## config.mk

```make
export PLATFORM = sky130hd
export DESIGN_NAME = rr_or_arbiter
export DESIGN_NICKNAME = d
export VERILOG_FILES = /design/src/rtl/rr_or_arbiter.sv
export SDC_FILE = /design/constraint.sdc
export NUM_CORES = 1
export LEC_CHECK = 0
export ABC_AREA = 1
export CORE_AREA = 10 10 51 53
export DETAILED_ROUTE_END_ITERATION = 6
export DIE_AREA = 0 0 61 63
export GPL_TIMING_DRIVEN = 0
export PLACE_DENSITY = 0.6
export SLEW_MARGIN = 20
export SYNTH_ARGS = -nofsm -noshare
export SYNTH_HDL_FRONTEND = slang
export SYNTH_SLANG_ARGS = --single-unit
```

## constraint.sdc

```tcl
create_clock -name clk -period 1.1 [get_ports clk]
set_input_delay 0.275 -clock clk [delete_from_list [all_inputs] [get_ports clk]]
set_output_delay 0.275 -clock clk [all_outputs]
set_load 0.03 [all_outputs]
```

## src/rtl/rr_or_arbiter.sv

```systemverilog
// rr_or_arbiter: round-robin arbiter; one owner of a shared resource among N requesters, request detect is an OR reduction.
// Latency: grant registered 1 cycle after req sampled in IDLE; at least one idle cycle (gnt_valid=0) between grants.
// Backpressure: requesters hold req until served; owner frees the grant with a rel pulse or by dropping its req.
// Optional: define ARB_TIMEOUT_EN to force a release after HOLD_MAX grant cycles and pulse tout.
module rr_or_arbiter #(
  parameter int N        = 4,
  parameter int IW       = $clog2(N),
  parameter int HOLD_MAX = 8
) (
  input  logic          clk,
  input  logic          rst_n,
  input  logic [N-1:0]  req,
  input  logic          rel,
  output logic [N-1:0]  gnt,
  output logic [IW-1:0] gnt_id,
  output logic          gnt_valid,
  output logic          any_req
`ifdef ARB_TIMEOUT_EN
  ,
  output logic          tout
`endif
);

  typedef enum logic {
    IDLE  = 1'b0,
    GRANT = 1'b1
  } state_t;

  state_t        state;
  logic [IW-1:0] ptr;
  logic [N-1:0]  hi_req;
  logic [IW-1:0] sel_id;
  logic          owner_req;
  logic          release_now;
  logic          hold_expired;
  logic [IW-1:0] ptr_next;

  assign any_req = |req;

  // gnt is one-hot, so masking req with it yields the owner's own request line
  assign owner_req   = |(req & gnt);
  assign release_now = rel | ~owner_req;

  // After a hand-over, priority starts just past the previous owner
  assign ptr_next = (gnt_id == IW'(N - 1)) ? '0 : gnt_id + 1'b1;

`ifdef ARB_TIMEOUT_EN
  localparam int CW = $clog2(HOLD_MAX + 1);
  logic [CW-1:0] hold_cnt;
  // Counter holds completed grant cycles; the current cycle is the HOLD_MAX-th when it reads HOLD_MAX-1
  assign hold_expired = (hold_cnt == CW'(HOLD_MAX - 1));
`else
  assign hold_expired = 1'b0;
`endif

  // Requests at or above the priority pointer win over those that wrapped below it
  always_comb begin
    hi_req = '0;
    for (int i = 0; i < N; i++) begin
      hi_req[i] = req[i] && (IW'(i) >= ptr);
    end
  end

  // Lowest-index winner in the upper band, otherwise lowest-index winner overall (wrap)
  always_comb begin
    sel_id = '0;
    for (int i = N - 1; i >= 0; i--) begin
      if (hi_req != '0) begin
        if (hi_req[i]) sel_id = IW'(i);
      end else if (req[i]) begin
        sel_id = IW'(i);
      end
    end
  end

  // Arbitration FSM with registered grant outputs, pointer and hold counter
  always_ff @(posedge clk or negedge rst_n) begin
    if (!rst_n) begin
      state     <= IDLE;
      gnt       <= '0;
      gnt_id    <= '0;
      gnt_valid <= 1'b0;
      ptr       <= '0;
`ifdef ARB_TIMEOUT_EN
      hold_cnt  <= '0;
      tout      <= 1'b0;
`endif
    end else begin
`ifdef ARB_TIMEOUT_EN
      tout <= 1'b0;
`endif
      case (state)
        IDLE: begin
          // rel carries no meaning without an owner
          if (any_req) begin
            gnt       <= {{(N-1){1'b0}}, 1'b1} << sel_id;
            gnt_id    <= sel_id;
            gnt_valid <= 1'b1;
            state     <= GRANT;
`ifdef ARB_TIMEOUT_EN
            hold_cnt  <= '0;
`endif
          end
        end
        GRANT: begin
          if (release_now || hold_expired) begin
            // gnt_id keeps the last owner for downstream bookkeeping
            gnt       <= '0;
            gnt_valid <= 1'b0;
            ptr       <= ptr_next;
            state     <= IDLE;
`ifdef ARB_TIMEOUT_EN
            tout      <= ~release_now;
`endif
          end else begin
`ifdef ARB_TIMEOUT_EN
            hold_cnt  <= hold_cnt + 1'b1;
`endif
          end
        end
        default: state <= IDLE;
      endcase
    end
  end

endmodule

```

# After elaboration in Yosys (flattened, before gate mapping)
# Cells that the tools add are included.
# W data, S select, Z words.
[classes]
add_sub_neg = 1
n_lt_le_gt_ge = 4
n_eq_ne = 3
n_shift = 1
n_mux = 22
n_bitwise = 4
n_reduce_logical = 10
[op_table]
columns = ["cell", "n"]
rows = [
  ["$mux W2", 13],
  ["$mux W4", 2],
  ["$pmux W4 S2", 1],
  ["$reduce_or A4 Y1", 2],
  ["$reduce_and A2 Y1", 3],
  ["$and A4 B4 Y4", 1],
  ["$ge A1 B2 Y1 const A", 2],
  ["$ge A2 B2 Y1 const A", 2],
  ["$logic_and A1 B1 Y1", 4],
  ["$mux W1", 4],
  ["$pmux W1 S2", 2],
  ["$reduce_bool A4 Y1", 1],
  ["$shl A1 B2 Y4 const A", 1],
  ["$add A2 B1 Y2 const B", 1],
  ["$eq A2 B2 Y1 const B", 1],
  ["$ne A2 B1 Y1 const B", 1],
  ["$ne A2 B2 Y1 const B", 1],
  ["$not A1 Y1", 2],
  ["$or A1 B1 Y1", 1],
]
[word_totals]
reg_bits = 10
output_inout_bits = 8
elab_cells = 50

# Depth between registers and ports, before layout
# Gate-level depths: netlist (run 1).
[depth]
word_depth = 13
mapped_depth = 9
depth_no_buf = 9

# Worst setup path after synthesis (run 1)
# No wires, ideal clock.
[synth_path]
path_type = "register to register"
from = "register gnt_id[0]"
to = "register ptr[0]"
setup_time_ps = 83
arrival_time_ps = 1113
slack_ps = -95
stages_incl_launch_ff = 4
period_less_slack_ps = 1195
path_cell_list = "dfrtp_1 ha_1 or2_2 o21ai_0"
[synth_via]
elab_chain_len = 2
[synth_rtl]
columns = ["element", "line_no", "text"]
rows = [
  ["start, declared", "15", "output logic [IW-1:0] gnt_id,"],
  ["start signal, assigned", "97", "gnt_id <= sel_id;"],
  ["$add A2 B1 Y2 / $eq A2 B2 Y1 (equally long branches)", "45", "assign ptr_next = (gnt_id == IW'(N - 1)) ? '0 : gnt_id + 1'b1;"],
  ["$mux W2 *", "45", ""],
  ["end signal, assigned", "110", "ptr <= ptr_next;"],
  ["end, declared", "30", "logic [IW-1:0] ptr;"],
]
# Every way passes the cells marked *; elsewhere a longest branch is shown, timed or not.
# A chain may end at the register's enable or synchronous reset.

# Worst setup path after layout (run 1)
[layout_path]
from = "register ptr[1]"
to = "register gnt[2]"
[layout_via]
elab_chain_len = 13
[layout_rtl]
columns = ["element", "line_no", "text"]
rows = [
  ["$ge A1 B2 Y1 / $ge A2 B2 Y1 (equally long branches)", "60", "hi_req[i] = req[i] && (IW'(i) >= ptr);"],
  ["$logic_and A1 B1 Y1", "60", ""],
  ["$reduce_bool A4 Y1 / $mux W2 (equally long branches)", "68, 69", ""],
  ["$mux W2", "68", "if (hi_req != '0) begin"],
  ["$mux W2 (on tied branches)", "70, 69", ""],
  ["$mux W2", "68", ""],
  ["$mux W2 (on tied branches)", "70, 69", ""],
  ["$mux W2", "68", ""],
  ["$mux W2 (on tied branches)", "70, 69", ""],
  ["$mux W2 *", "68", ""],
  ["$shl A1 B2 Y4 *", "96", "gnt <= {{(N-1){1'b0}}, 1'b1} << sel_id;"],
  ["$mux W4 *", "95", "if (any_req) begin"],
  ["$pmux W4 S2 *", "92", "case (state)"],
  ["end signal, assigned", "96", ""],
  ["end, declared", "14", "output logic [N-1:0] gnt,"],
]
# Every way passes the cells marked *; elsewhere a longest branch is shown, timed or not. The select of a mux whose other input is x is not followed.

==> results of run 1 <==
layer usage:
layer  up-vias  routed length, µm  track usage (%)
met3         4                124             4.88
met1       266                661             10.6
met4         0                 23             5.49
met5         -                  0                0
met2        14                751             11.6
li1        292                  -                -
logic make-up (layout without fill, tap and decap cells):
logic type	after synthesis	after routing	synth area share, %
AO/OA/AOI/OAI	7	7	6.95
adder cells (fa/ha/maj)	1	1	2.24
buffers and inverters	8	33	6.73
flip-flops	10	10	44.8
AND/OR/NAND/NOR	48	49	39.2
report_power, final:
group	internal [mW]	total (mW)	switching, mW
registers	0.558	0.742	0.185
clock network	0.201	0.338	0.136
logic	0.696	1.60	0.908
total	1.46	2.68	1.23
through the flow:
| step | utilization (%) | setup TNS, ns |
|---|---|---|
| 3_5_place_dp | 44.2 | -6.49 |
| 6_report | 54.0 | -0.383 |
| 4_1_cts | 50.7 | -0.459 |
| 5_1_grt | 54.0 | -1.58 |
| 2_1_floorplan | - | -0.00158 |
| 3_3_place_gp | 44.2 | -6.50 |
what timing repair did:
item                                    in CTS  in global routing
gates resized for setup                     73                 19
pin swaps                                    6                 13
setup buffers                                4                  3
gates cloned                                 0                  1
endpoints found under the setup margin      18                 18
endpoints found under the hold margin        0                  0
final timing paths:
path,endpoint,cells past startpoint,slack (ns)
worst max-delay path,gnt[2]$_DFFE_PN0P_,8,-0.07
max in group asynchronous,gnt_id[0]$_DFFE_PN0P_,1,0.42
min in group clk,gnt[3]$_DFFE_PN0P_,4,0.38
worst max register to register,gnt[2]$_DFFE_PN0P_,8,-0.07
worst min register to register,gnt_valid$_DFFE_PN0P_,2,0.51
worst min-delay path,state$_DFF_PN0_,1,0.32
worst max-delay path, delay by kind of cell, from the launching register on:
family | cells | cell delay, ns
flip-flops | 1 | 0.40
AND/OR/NAND/NOR | 8 | 0.66
synthesized netlist by cell type (all sizes together):
| master | instances |
|---|---|
| ha | 1 |
| dfrtp | 10 |
| nand4 | 3 |
| nand2 | 30 |
| buf | 1 |
| nand3 | 7 |
| inv | 7 |
| o21ai | 5 |
| nor2 | 7 |
| or2 | 1 |
| a21oi | 2 |
registers in the layout (all words and copies together), names as in the netlist:
register,count
ptr,2
gnt_id,2
gnt_valid,1
state,1
gnt,4
final cells by class:
| class | instances | area share [%] |
|---|---|---|
| Multi-Input combinational cell | 57 | 39.1 |
| Sequential cell | 10 | 28.6 |
| Timing Repair Buffer | 21 | 21.6 |
| Clock buffer | 4 | 4.07 |
| Inverter | 7 | 2.95 |
| Tap cell | 17 | 2.38 |
| Buffer | 1 | 1.26 |
==> flow_metrics.tcl, run 1 <==
set metrics [dict create \
    status "finished with violations" \
    violations "negative setup slack" \
    fin_crit_sh_pct 106 \
    yosysTopAreaCell "dfrtp_1" \
    fillers 166 \
    portBuffers 14 \
    end_kind "register" \
    worst-setup-path-type "register to register" \
    grt_pass1_wl_um 2620 \
    die_y_um 63 \
    finalClockSkew_ns 0.00920 \
    via_per_inst 4.92 \
    cp_max_fo 4 \
    synth_fp_nets 82 \
    min_path_type "input pin to async pin" \
    core_area_um2 1650 \
    finalNonFillerCells 117 \
    peakVddDrop_mv 1.66 \
    pre_cts_ws_ns -0.847 \
    postPlaceCellArea_um2 729 \
    totalWireLength_um 1560 \
    cts_hold_buf 0 \
    clk_pin_slew_ns 0.07 \
    fin_ws_ns -0.0682 \
    grtUsageTotal_pct 8.83 \
    placedCellCount 105 \
    cts_buffers 3 \
    maxCapViolations 0 \
    yosysTopAreaCellShare_pct 44.8 \
    final_common_cell "nand2_1" \
    rows 15 \
    regArea_um2 255 \
    io_pins 15 \
    ant_nets 0 \
    cp_slowest_cell "dfrtp_1" \
    drv_slew 0 \
    nets 109 \
    tritoncts "yes" \
    dieArea_um2 3840 \
    setup_viol 15 \
    drive_above_1_share_pct 56.0 \
    antenna_cells 0 \
    cellPowerDensity_nw_per_um2 3010 \
    grt_pass1_vias 596 \
    max_freq_mhz 856 \
    place_congestion 0.738 \
    crit_arrival_ns 1.32 \
    critPathRequiredTime_ns 1.26 \
    num_vias 576 \
    clkLatencyLatePin_ns 0.27 \
    final_hold_viol_count 0 \
    synthTopCellsByArea "dfrtp_1 45%, nand2_1 16%, nand2_2 6.7%" \
    clockBufferDepth 2 \
    cts.sinks 10 \
    hold_ws_ns 0.319 \
    syn-cell-area_um2 558 \
    min_period_ns 1.17 \
    start_util_pct 33.8 \
    max_stage_delay_ns 0.40 \
    wl_per_cell_um 13.3 \
    grt-ovfl-total 0 \
    die_x_um 61 \
    tightest_slew_ns 0.471 \
    multi_input_area_um2 349 \
    drc_errors 0 \
    cts-root-buf "clkbuf_4" \
    grt_max_degree 11 \
    relSlewSlack_pct 68.5 \
    ys_seq_area_share_pct 44.8 \
    final_area_um2 892 \
    finalPower_mw 2.68 \
    synth.avg_cell_area_um2 7.54 \
    ys_seq_elements 10 \
    hpwl_um 1080 \
    drtPass1Iterations 2 \
    synth_warnings 0 \
    cts_max_level 1 \
    area_growth_pct 59.9 \
    leakage_nw 0.450 \
    crit_chain "nor2_1, nand2_1, nand2_2, nor2_2, nor2_4, nand2_4, nand3_2, nand2_1" \
    setup.worst_path.start "ptr[1]$_DFFE_PN0P_" \
    grt_antenna_before_repair 0 \
    syn-instance-count 74 \
    r2r_start "ptr[1]$_DFFE_PN0P_" \
    synth_cell_type_count 15 \
    critPathLaunchType "register" \
    layout_common_cells "19 x nand2_1, 10 x nand2_2, 10 x buf_6" \
    drt_iter0_drc 2 \
    crit_top_cell "nand2_1" \
    rsz0062_at_grt "yes" \
]
No activity file was read; power rests on OpenSTA's default activity.
==> inputs of run 2 (changes only) <==
Settings changed: CORE_AREA 10 10 51 53 to 2 2 43 45, DIE_AREA 0 0 61 63 to 0 0 45 47.
==> flow_metrics.tcl, run 2 (synthesis gave the netlist of run 1 again) <==
set metrics [dict create \
    status "finished with violations" \
    violations "negative setup slack" \
    grt_antenna_before_repair 0 \
    finalClockSkew_ns 0.00581 \
    cts-root-buf "clkbuf_4" \
    num_vias 583 \
    end_kind "register" \
    min_period_ns 1.21 \
    cp_slowest_cell "dfrtp_1" \
    peakVddDrop_mv 1.33 \
    fin_ws_ns -0.107 \
    critPathLaunchType "register" \
    crit_top_cell "nand2_1" \
    grtUsageTotal_pct 16.3 \
    place_congestion 0.760 \
    drt_iter0_drc 5 \
    antenna_cells 0 \
    nets 110 \
    largestRegisters "gnt: 4 flops, gnt_id: 2 flops, ptr: 2 flops" \
    drv_slew 0 \
    worst-setup-path-type "register to register" \
    final_common_cell "nand2_1" \
    tightest_slew_ns 0.479 \
    drive_above_1_share_pct 59.4 \
    drc_errors 0 \
    finalNonFillerCells 118 \
    grt_pass1_vias 585 \
    cts_buffers 3 \
    hpwl_um 929 \
    cp.depth 8 \
    io_pins 15 \
    setup_viol 12 \
    r2r-end "gnt[0]$_DFFE_PN0P_" \
    maxCapViolations 0 \
    max_freq_mhz 828 \
    cellPowerDensity_nw_per_um2 2920 \
    clkLatencyLatePin_ns 0.27 \
    crit_chain "nor2_1, nand2_1, nand2_2, nor2_2, nor2_4, nand2_4, nand3_2, nand2_1" \
    final_hold_viol_count 0 \
    cts_max_level 1 \
    wl_per_cell_um 12.6 \
    rsz0062_at_grt "yes" \
    crit_arrival_ns 1.36 \
    clk_pin_slew_ns 0.07 \
    finalPower_mw 2.64 \
    largest_reg_flops 4 \
    reg2reg_depth 8 \
    die_x_um 45 \
    cts.sinks 10 \
    r2r_start "ptr[0]$_DFFE_PN0P_" \
    drtPass1Iterations 4 \
    ant_nets 0 \
    core_area_um2 1650 \
    tritoncts "yes" \
    layout_common_cells "15 x nand2_1, 13 x nand2_2, 10 x buf_6" \
    min_path_type "input pin to async pin" \
    rows 15 \
    final_util_pct 54.7 \
    grt_pass1_wl_um 2440 \
    crit_family "simple AND/OR/NAND/NOR gates" \
    leakage_nw 0.455 \
    fin_crit_sh_pct 110 \
    clockBufferDepth 2 \
    r2r_slack_ns -0.11 \
    grt-ovfl-total 0 \
    relSlewSlack_pct 68.0 \
    totalWireLength_um 1490 \
    start_util_pct 33.8 \
    max_stage_delay_ns 0.40 \
    critPathRequiredTime_ns 1.26 \
    cp_max_fo 4 \
    grt_max_degree 11 \
    path_buf_inv 0 \
    fillers 157 \
    area_growth_pct 61.9 \
    placedCellCount 105 \
    portBuffers 14 \
    dieArea_um2 2120 \
    die_y_um 47 \
    top_register "gnt" \
    via_per_inst 4.94 \
]
[run 2: cell types whose count changed in the layout (fill, tap and decap cells not counted), sizes merged]
cell  change
buf       +1
[run 2: timing repair]
| action | 4_1_cts | 5_1_grt |
|---|---|---|
| setup endpoints to repair | 18 | 18 |
| pin swaps | 13 | 18 |
| gates resized for setup | 74 | 23 |
| buffers inserted | 7 | 1 |
| gates cloned | 0 | 1 |
| hold buffers | 0 | 0 |
[run 2: how the worst max path moves through the flow]
stage,startpoint,end,slack (ns)
3_5_place_dp,req[1],any_req,-0.83
4_1_cts,ptr[1]$_DFFE_PN0P_,gnt[0]$_DFFE_PN0P_,-0.11
2_1_floorplan,ptr[0]$_DFFE_PN0P_,gnt[2]$_DFFE_PN0P_,-0.001
5_1_grt,ptr[0]$_DFFE_PN0P_,gnt[0]$_DFFE_PN0P_,-0.21
3_3_place_gp,req[1],any_req,-0.84
6_report,ptr[0]$_DFFE_PN0P_,gnt[0]$_DFFE_PN0P_,-0.11
[run 2: cell type report]
class / count / area (µm²) / share of cell area, %
tap: 17 / 21.3 / 2.35
multi-input combinational: 57 / 365 / 40.4
clock buffer: 4 / 26.3 / 2.91
sequential: 10 / 255 / 28.3
buffer: 1 / 11.3 / 1.25
timing repair buffer: 22 / 198 / 21.9
inverter: 7 / 26.3 / 2.91
[run 2: where the power goes]
group          leakage, nW  total (mW)  internal (mW)  switching, mW
clock               0.0150       0.267          0.140          0.127
combinational        0.322        1.63          0.716          0.914
sequential           0.118       0.743          0.558          0.184
total                0.455        2.64           1.41           1.23
[run 2: per-stage QoR]
step | area (µm²) | setup slack [ns] | setup TNS, ns | hold WS [ns]
detailed placement | 729 | -0.835 | -6.46 | 0.471
finish | 903 | -0.107 | -0.497 | 0.331
CTS | 855 | -0.107 | -0.572 | 0.339
floorplan | 568 | -0.00146 | -0.00158 | -0.0206
global route | 903 | -0.208 | -1.45 | 0.358
global placement | 729 | -0.843 | -6.39 | 0.462
[run 2: metal layers]
metal	global-route usage [%]	vias to the layer above	routed length, µm
met5	0	-	0
met4	12.4	0	46
met3	3.46	6	91
met2	24.6	18	727
met1	20.5	264	621
li1	-	295	-
==> inputs of run 3 (changes only) <==
Settings changed: SKIP_LAST_GASP set to 1.
==> flow_metrics.tcl, run 3 (synthesis gave the netlist of run 1 again) <==
set metrics [dict create \
    area_growth_pct 60.1 \
    highest_layer "met4" \
    fin_ws_ns -0.108 \
    min_period_ns 1.21 \
    grt_max_degree 11 \
    place_congestion 0.760 \
    tightest_slew_ns 0.479 \
    clkLatencyLatePin_ns 0.27 \
    portBuffers 14 \
    postPlaceCellArea_um2 729 \
    die_y_um 47 \
    top_register "gnt" \
    grt_pass1_wl_um 2440 \
    setup_tns_ns -0.490 \
    die_x_um 45 \
    dieArea_um2 2120 \
    r2r_start "ptr[0]$_DFFE_PN0P_" \
    min_path_type "input pin to async pin" \
    cts_max_level 1 \
    clk_pin_slew_ns 0.07 \
    grt-ovfl-total 0 \
    critPathLaunchType "register" \
    rsz0062_at_grt "yes" \
    io_pins 15 \
    maxCapViolations 0 \
    drc_errors 0 \
    wl_per_cell_um 12.5 \
    rows 15 \
    largestRegisters "gnt: 4 flops, gnt_id: 2 flops, ptr: 2 flops" \
    tritoncts "yes" \
    r2r_slack_ns -0.11 \
    multi_input_area_um2 365 \
    cellPowerDensity_nw_per_um2 2950 \
    ant_nets 0 \
    final_area_um2 893 \
    finalClockSkew_ns 0.00588 \
    num_vias 580 \
    final_util_pct 54.1 \
    drt_iter0_drc 5 \
    start_util_pct 33.8 \
    end_kind "register" \
    via_per_inst 4.92 \
    nets 110 \
    final_common_cell "nand2_1" \
    critPathRequiredTime_ns 1.26 \
    grt_pass1_vias 585 \
    max_freq_mhz 828 \
    setup_viol 11 \
    dr_wl_met2_um 714 \
    cp_max_fo 4 \
    r2r-end "gnt[0]$_DFFE_PN0P_" \
    fin_crit_sh_pct 110 \
    setup.worst_path.start "ptr[0]$_DFFE_PN0P_" \
    drv_slew 0 \
    clockBufferDepth 2 \
    wl_met3_um 95 \
    totalWireLength_um 1480 \
    crit_end "gnt[0]$_DFFE_PN0P_" \
    grt_antenna_before_repair 0 \
    leakage_nw 0.452 \
    crit_arrival_ns 1.37 \
    peakVddDrop_mv 1.33 \
    antenna_cells 0 \
    cts-root-buf "clkbuf_4" \
    grtUsageTotal_pct 16.3 \
    cts_buffers 3 \
    largest_reg_flops 4 \
    drtPass1Iterations 4 \
    met1_length_um 620 \
    worst-setup-path-type "register to register" \
    violations "negative setup slack" \
    regArea_um2 255 \
    drive_above_1_share_pct 59.4 \
    fillers 157 \
    cts.sinks 10 \
    reg2reg_depth 8 \
    final_hold_viol_count 0 \
    status "finished with violations" \
    relSlewSlack_pct 67.9 \
    layout_common_cells "15 x nand2_1, 13 x nand2_2, 9 x buf_6, 7 x buf_4" \
    hpwl_um 929 \
    core_area_um2 1650 \
]
-- run 3: worst max-delay path: stages, from the launching register on --
cell and delay [ns]:
dfrtp_1 0.40, nor2_1 0.11, nand2_1 0.10, nand2_2 0.08
nor2_2 0.05, nor2_4 0.14, nand2_4 0.08, nand3_2 0.07
nand2_1 0.05
-- run 3: how the worst min path moves through the flow --
stage	start	endpoint	slack [ns]	depth (start not counted)
after floorplan	rst_n	gnt[0]$_DFFE_PN0P_	-0.02	0
after global placement	gnt_valid$_DFFE_PN0P_	gnt_valid$_DFFE_PN0P_	0.46	2
after detailed placement	gnt_valid$_DFFE_PN0P_	gnt_valid$_DFFE_PN0P_	0.47	2
after CTS	rst_n	ptr[0]$_DFFE_PN0P_	0.34	1
after global routing	rst_n	ptr[0]$_DFFE_PN0P_	0.36	1
final	rst_n	ptr[0]$_DFFE_PN0P_	0.33	1
-- run 3: where the power goes --
group / total (mW) / switching, mW / internal [mW]
Clock: 0.267 / 0.127 / 0.140
Combinational: 1.63 / 0.913 / 0.714
Sequential: 0.742 / 0.184 / 0.558
Total: 2.64 / 1.22 / 1.41
-- run 3: through the flow --
step	total power, mW	hold slack, ns	worst slack (ns)	std cells
final	2.64	0.332	-0.108	118
after global routing	2.85	0.358	-0.208	118
after CTS	2.44	0.339	-0.107	116
after detailed placement	1.92	0.471	-0.835	105
after global placement	1.90	0.462	-0.843	105
after floorplan	1.51	-0.0206	-0.00146	74
-- run 3: cell type report --
class | count | share of cell area [%]
multi-input cells | 57 | 40.9
plain buffers | 1 | 1.26
repair buffers | 22 | 21.0
flip-flops and latches | 10 | 28.6
clock buffers | 4 | 2.94
inverters | 7 | 2.94
well taps | 17 | 2.38
-- run 3: per-layer routing --
layer | vias up | global-route usage (%)
met5 | - | 0
li1 | 292 | -
met2 | 18 | 24.6
met1 | 264 | 20.5
met4 | 0 | 12.4
met3 | 6 | 3.46
-- run 3: what timing repair did --
item,in CTS,in global routing
endpoints found under the setup margin,18,18
buffers inserted,7,1
pin swaps,13,17
cloned,0,1
resized for setup,69,27
endpoints found under the hold margin,0,0
hold buffers,0,0
